[src/rtl/mem_stage_pkg.sv]
// rtl/mem_stage_pkg.sv - shared MEM-stage FSM encoding and MEM/WB bubble values
package mem_stage_pkg;

  typedef enum logic [1:0] {
    IDLE  = 2'd0,
    WAIT  = 2'd1,
    ABORT = 2'd2
  } state_t;

  localparam logic [4:0]  BUBBLE_RD       = 5'd0;
  localparam logic        BUBBLE_REGWRITE = 1'b0;
  localparam logic [31:0] BUBBLE_WB_DATA  = 32'd0;

endpackage

[src/rtl/mem_stage_if.sv]
// rtl/mem_stage_if.sv - data-memory request/acknowledge bus
interface mem_stage_if;

  logic        dmem_req;
  logic        dmem_we;
  logic [29:0] dmem_addr;
  logic [31:0] dmem_wdata;
  logic        dmem_ack;
  logic [31:0] dmem_rdata;

  modport master (
    output dmem_req, dmem_we, dmem_addr, dmem_wdata,
    input  dmem_ack, dmem_rdata
  );

  modport slave (
    input  dmem_req, dmem_we, dmem_addr, dmem_wdata,
    output dmem_ack, dmem_rdata
  );

endinterface

[src/rtl/mem_stage_ack_timer.sv]
// rtl/mem_stage_ack_timer.sv - mem_ack_timer: WAIT-cycle counter with timeout expiry flag
module mem_ack_timer #(
  parameter int ACK_TIMEOUT = 255
) (
  input  logic clk,
  input  logic reset,
  input  logic clr,
  input  logic en,
  output logic expired
);

  logic [7:0] count;

  always_ff @(posedge clk or negedge reset) begin
    if (!reset) begin
      count <= 8'd0;
    end else if (clr) begin
      count <= 8'd0;
    end else if (en) begin
      count <= count + 8'd1;
    end
  end

  // count holds WAIT cycles already spent; the IDLE request cycle and the
  // current WAIT cycle add two more stall cycles to the total.
  assign expired = ({1'b0, count} + 9'd2) == 9'(ACK_TIMEOUT);

endmodule

[src/rtl/mem_stage.sv]
// rtl/mem_stage.sv - MEM pipeline stage: data-memory handshake, stall, timeout abort, MEM/WB register
module mem_stage
  import mem_stage_pkg::*;
#(
  parameter int ACK_TIMEOUT = 255
) (
  input  logic               clk,
  input  logic               reset,
  input  logic [31:0]        EX_MEM_ALU_result,
  input  logic [31:0]        EX_MEM_rs2_data,
  input  logic [4:0]         EX_MEM_rd,
  input  logic               EX_MEM_regwrite,
  input  logic               EX_MEM_memtoreg,
  input  logic               EX_MEM_memread,
  input  logic               EX_MEM_memwrite,
  mem_stage_if.master        dmem,
  output logic               MEM_stall,
  output logic               MEM_bus_error,
  output logic [4:0]         MEM_WB_rd,
  output logic               MEM_WB_regwrite,
  output logic [31:0]        MEM_WB_wb_data
);

  localparam logic ABORT_FROM_IDLE = (ACK_TIMEOUT == 1);

  state_t state;
  state_t next_state;
  logic   mem_op;
  logic   is_load;
  logic   timer_expired;
  logic   stall;
  logic   bus_error;

  assign mem_op  = EX_MEM_memread | EX_MEM_memwrite;
  assign is_load = EX_MEM_memread & ~EX_MEM_memwrite;

  assign dmem.dmem_we    = EX_MEM_memwrite;
  assign dmem.dmem_addr  = EX_MEM_ALU_result[31:2];
  assign dmem.dmem_wdata = EX_MEM_rs2_data;

  mem_ack_timer #(
    .ACK_TIMEOUT (ACK_TIMEOUT)
  ) u_timer (
    .clk     (clk),
    .reset   (reset),
    .clr     (state != WAIT),
    .en      ((state == WAIT) && !dmem.dmem_ack),
    .expired (timer_expired)
  );

  always_ff @(posedge clk or negedge reset) begin
    if (!reset) begin
      state <= IDLE;
    end else begin
      state <= next_state;
    end
  end

  always_comb begin
    next_state    = state;
    dmem.dmem_req = 1'b0;
    stall         = 1'b0;
    bus_error     = 1'b0;
    case (state)
      IDLE: begin
        dmem.dmem_req = mem_op;
        if (mem_op && !dmem.dmem_ack) begin
          stall      = 1'b1;
          next_state = ABORT_FROM_IDLE ? ABORT : WAIT;
        end
      end
      WAIT: begin
        dmem.dmem_req = 1'b1;
        if (dmem.dmem_ack) begin
          next_state = IDLE;
        end else begin
          stall = 1'b1;
          if (timer_expired) begin
            next_state = ABORT;
          end
        end
      end
      ABORT: begin
        bus_error  = 1'b1;
        next_state = IDLE;
      end
      default: begin
        next_state = IDLE;
      end
    endcase
  end

  assign MEM_stall     = stall;
  assign MEM_bus_error = bus_error;

  // Stalled and aborted cycles retire a bubble so write-back never repeats.
  always_ff @(posedge clk or negedge reset) begin
    if (!reset) begin
      MEM_WB_rd       <= BUBBLE_RD;
      MEM_WB_regwrite <= BUBBLE_REGWRITE;
      MEM_WB_wb_data  <= BUBBLE_WB_DATA;
    end else if (stall || (state == ABORT)) begin
      MEM_WB_rd       <= BUBBLE_RD;
      MEM_WB_regwrite <= BUBBLE_REGWRITE;
      MEM_WB_wb_data  <= BUBBLE_WB_DATA;
    end else begin
      MEM_WB_rd       <= EX_MEM_rd;
      MEM_WB_regwrite <= EX_MEM_regwrite;
      MEM_WB_wb_data  <= (EX_MEM_memtoreg && is_load) ? dmem.dmem_rdata : EX_MEM_ALU_result;
    end
  end

endmodule
[src/flat_wrapper.sv]
// flat-port wrapper written by rule: the top's interface ports become plain ports
module mem_stage_flat import mem_stage_pkg::*;
#(
  parameter int ACK_TIMEOUT = 255
)
  (clk, reset, EX_MEM_ALU_result, EX_MEM_rs2_data, EX_MEM_rd, EX_MEM_regwrite, EX_MEM_memtoreg, EX_MEM_memread, EX_MEM_memwrite, MEM_stall, MEM_bus_error, MEM_WB_rd, MEM_WB_regwrite, MEM_WB_wb_data, dmem_dmem_req, dmem_dmem_we, dmem_dmem_addr, dmem_dmem_wdata, dmem_dmem_ack, dmem_dmem_rdata);
  mem_stage_if dmem_i ();
  input  logic clk;
  input  logic reset;
  input  logic [31:0] EX_MEM_ALU_result;
  input  logic [31:0] EX_MEM_rs2_data;
  input  logic [4:0] EX_MEM_rd;
  input  logic EX_MEM_regwrite;
  input  logic EX_MEM_memtoreg;
  input  logic EX_MEM_memread;
  input  logic EX_MEM_memwrite;
  output logic MEM_stall;
  output logic MEM_bus_error;
  output logic [4:0] MEM_WB_rd;
  output logic MEM_WB_regwrite;
  output logic [31:0] MEM_WB_wb_data;
  output wire logic [$bits(dmem_i.dmem_req)-1:0] dmem_dmem_req;
  output wire logic [$bits(dmem_i.dmem_we)-1:0] dmem_dmem_we;
  output wire logic [$bits(dmem_i.dmem_addr)-1:0] dmem_dmem_addr;
  output wire logic [$bits(dmem_i.dmem_wdata)-1:0] dmem_dmem_wdata;
  input wire logic [$bits(dmem_i.dmem_ack)-1:0] dmem_dmem_ack;
  input wire logic [$bits(dmem_i.dmem_rdata)-1:0] dmem_dmem_rdata;
  assign dmem_dmem_req = dmem_i.dmem_req;
  assign dmem_dmem_we = dmem_i.dmem_we;
  assign dmem_dmem_addr = dmem_i.dmem_addr;
  assign dmem_dmem_wdata = dmem_i.dmem_wdata;
  assign dmem_i.dmem_ack = dmem_dmem_ack;
  assign dmem_i.dmem_rdata = dmem_dmem_rdata;
  mem_stage #(.ACK_TIMEOUT(ACK_TIMEOUT)) u_core (.clk(clk), .reset(reset), .EX_MEM_ALU_result(EX_MEM_ALU_result), .EX_MEM_rs2_data(EX_MEM_rs2_data), .EX_MEM_rd(EX_MEM_rd), .EX_MEM_regwrite(EX_MEM_regwrite), .EX_MEM_memtoreg(EX_MEM_memtoreg), .EX_MEM_memread(EX_MEM_memread), .EX_MEM_memwrite(EX_MEM_memwrite), .dmem(dmem_i), .MEM_stall(MEM_stall), .MEM_bus_error(MEM_bus_error), .MEM_WB_rd(MEM_WB_rd), .MEM_WB_regwrite(MEM_WB_regwrite), .MEM_WB_wb_data(MEM_WB_wb_data));
endmodule
[config.mk]
export PLATFORM = sky130hd
export DESIGN_NAME = mem_stage_flat
export DESIGN_NICKNAME = d
export VERILOG_FILES = /design/src/rtl/mem_stage_pkg.sv /design/src/rtl/mem_stage_if.sv /design/src/rtl/mem_stage_ack_timer.sv /design/src/rtl/mem_stage.sv /design/src/flat_wrapper.sv
export SDC_FILE = /design/constraint.sdc
export NUM_CORES = 1
export LEC_CHECK = 0
export ABC_AREA = 1
export BUFFER_PORTS_ARGS = -buffer_cell sky130_fd_sc_hd__buf_2
export CORE_MARGIN = 2
export CORE_UTILIZATION = 30
export CTS_CLUSTER_DIAMETER = 60
export DETAILED_ROUTE_END_ITERATION = 8
export GPL_ROUTABILITY_DRIVEN = 1
export GPL_TIMING_DRIVEN = 1
export PLACE_DENSITY = 0.76
export SKIP_CTS_REPAIR_TIMING = 1
export SLEW_MARGIN = 20
export SYNTH_ARGS = -nofsm -noshare
export SYNTH_HDL_FRONTEND = slang
export SYNTH_HIERARCHICAL = 1
export SYNTH_SLANG_ARGS = --single-unit
[constraint.sdc]
create_clock -name clk -period 1.3 [get_ports clk]
set_input_delay 0.13 -clock clk [delete_from_list [all_inputs] [get_ports clk]]
set_output_delay 0.13 -clock clk [all_outputs]
set_load 0.01 [all_outputs]
==> metrics.yaml <==
placed_area_sq_um: 3550
cp-startpoint: "u_core/u_timer/count[2]"
synthFlopType: "dfrtp_1"
ys_seq_elements: 48
maxSlewHeadroom: 0.793
p_sw_w: 0.00118
antenna_found_initial: 0
slowest_stage: "dfrtp_1"
startpoint_type: "register"
status: "finished with violations"
path_clk_slew_ns: 0.09
h-tree-depth: 2
clk_latency_ns: 0.30
worstSetupPathType: "register to register"
fin_ws_ns: -0.0577
fp.coreArea_sq_um: 10200
grt_pass1_vias: 2578
p_seq_frac: 0.453
reg2reg_from: "u_core/u_timer/count[2]"
cap_violations: 0
firstDrtPassIters: 4
crit_chain: "buf_6 > ha_4 > and3_4 > nand3_2 > nor2_2 > nor2_1 > nor2_1"
hpwl_um: 7210
fin_area_sq_um: 3790
synth_top_family_by_area: "simple AND/OR/NAND/NOR gates"
grt_max_degree: 49
period_minus_slack_ns: 1.36
synth_top_area_frac: 0.389
syn_area_sq_um: 3090
critPathMaxFanout: 2
whs_ns: 0.0357
hold_violations: 0
critPathMostFrequentCell: "nor2_1"
worst_ir_drop_vdd_uv: 395
ant_nets: 0
synth_nets: 490
io_pins: 212
post-route-period-util: 1.04
grt_util_all_layers: 0.152
syn_inst: 379
synth-compound-area-share: 0.0174
yosysSeqAreaShare: 0.389
violations: "negative setup slack"
synthTopCellsByArea: "dfrtp_1 39%, buf_4 15%, nand2_1 9.7%, nor2_4 8.4%, nand4_1 7.1%"
mostFrequentLayoutCells: "146 x buf_2, 79 x nand2_1, 48 x inv_1"
pwr-share-clk: 0.246
first_iter_violations: 116
area_growth_pct: 22.7
cts-root-buf: "clkbuf_8"
drc_errors: 0
cts_sinks: 48
layout.nets: 582
swShare: 0.318
crit_path_max_incr_delay_ns: 0.41
num_vias: 2682
yosysWarnings: 6
die_h_um: 106
yosys.area_share.simple: 0.320
routed_wl_um: 9130
synth_edf_count: 0
io_buffer_count: 147
final_common_cell: "buf_2"
clock.fmax_mhz: 737
viasPerCell: 4.41
start_util: 0.304
fp.dieW_um: 106
setup_viol: 6
synth_xor_xnor_area_share: 0.00283
cts_tree: "built"
synth_area_per_cell_sq_um: 8.16
cellLeakagePower_nw: 2.13
required_ns: 1.53
synth_top_area_cell: "dfrtp_1"
wl_per_cell_um: 15.0
skew_ns: 0.00347
drive_gt1_frac: 0.470
grt_overflow: 0
p_int_w: 0.00253
std_cell_rows: 37
power.density_nw_per_um2: 979
synth_fa_ha_area_frac: 0.0121
antennaDiodeCount: 0
min_path_type: "input pin to register"
drv_slew: 0
rsz0062_at_grt: "true"
cts_max_path_buffers: 2
numCtsBuffers: 5
worstMarginPinSlew_ns: 0.311
synth_cell_types: 23
die_area_sq_um: 11100
hp-start: "EX_MEM_rd[4]"
synth_mux_area_frac: 0
routabilityCongestion: 0.794
power_frac_comb: 0.301
critPathArrivalTime_ns: 1.59
endpoint_kind: "register"
grt_pass1_wl_um: 13200
async_flop_share: 1.00
metrics by stage:
step,setup slack [ns],setup TNS (ns),total power [W],utilization,std cells
detailed placement,-0.0951,-0.237,0.00277,0.349,595
finish,-0.0577,-0.198,0.00371,0.373,608
global placement,0.0241,0,0.00274,0.349,595
global route,-0.111,-1.64,0.00395,0.373,608
CTS,-0.114,-0.457,0.00371,0.358,603
floorplan,0.0668,0,0.00247,-,379
cell usage after synthesis (all sizes together) (3+ instances only):
cell type / instances
buf: 81
ha: 3
nand3: 8
o21ai: 3
a21oi: 5
nand4: 35
nor2: 57
dfrtp: 48
nand2: 82
inv: 52
per-layer routing:
| metal | share of wire | GRT usage | up-vias |
|---|---|---|---|
| met3 | 0.084 | 0.0433 | 7 |
| li1 | - | - | 1287 |
| met1 | 0.36 | 0.164 | 1242 |
| met4 | 0.011 | 0.0376 | 0 |
| met5 | 0 | 0 | - |
| met2 | 0.55 | 0.289 | 146 |
critical path: cells and delay by family (launching register included):
family                     cells  cell delay, ns
DFF                            1            0.41
adders and majority gates      1            0.24
and+or+nand+nor                5            0.51
buffers and inverters          1            0.13
worst paths after layout:
path | end | slack (ns) | cells past startpoint
max | u_core/state[1] | -0.06 | 7
min | u_core/MEM_WB_rd[4] | 0.04 | 3
max reg2reg | u_core/state[1] | -0.06 | 7
min reg2reg | u_core/u_timer/count[6] | 0.57 | 2
max in group asynchronous | u_core/u_timer/count[3] | 0.72 | 3
min in group asynchronous | u_core/MEM_WB_rd[0] | 0.35 | 3
final cells by class:
type | instances | area, sq um
timing repair buffer | 166 | 962
sequential | 48 | 1200
clock inverter | 2 | 10.0
tap | 136 | 170
inverter | 52 | 195
clock buffer | 6 | 82.6
fill | 1051 | 6390
multi-input combinational | 198 | 1170
cell families after synthesis:
logic type | Yosys count
compound gates | 10
xor+xnor | 1
fa+ha+maj | 3
buf+inv | 133
flops | 48
simple gates | 184
sequential cells by signal, indices dropped and copies added, names as in the netlist:
register                count
u_core/MEM_WB_wb_data      32
u_core/u_timer/count        8
u_core/MEM_WB_regwrite      1
u_core/MEM_WB_rd            5
u_core/state                2
power by group through the flow:
stage	clock, W	sequential [W]	combinational [W]
after floorplan	0	0.00178	0.000688
after global placement	0	0.00171	0.00103
after detailed placement	0	0.00171	0.00106
after global routing	0.00103	0.00170	0.00122
after CTS	0.000963	0.00168	0.00106
final	0.000914	0.00168	0.00112
Power figures use the tool's default switching activity.
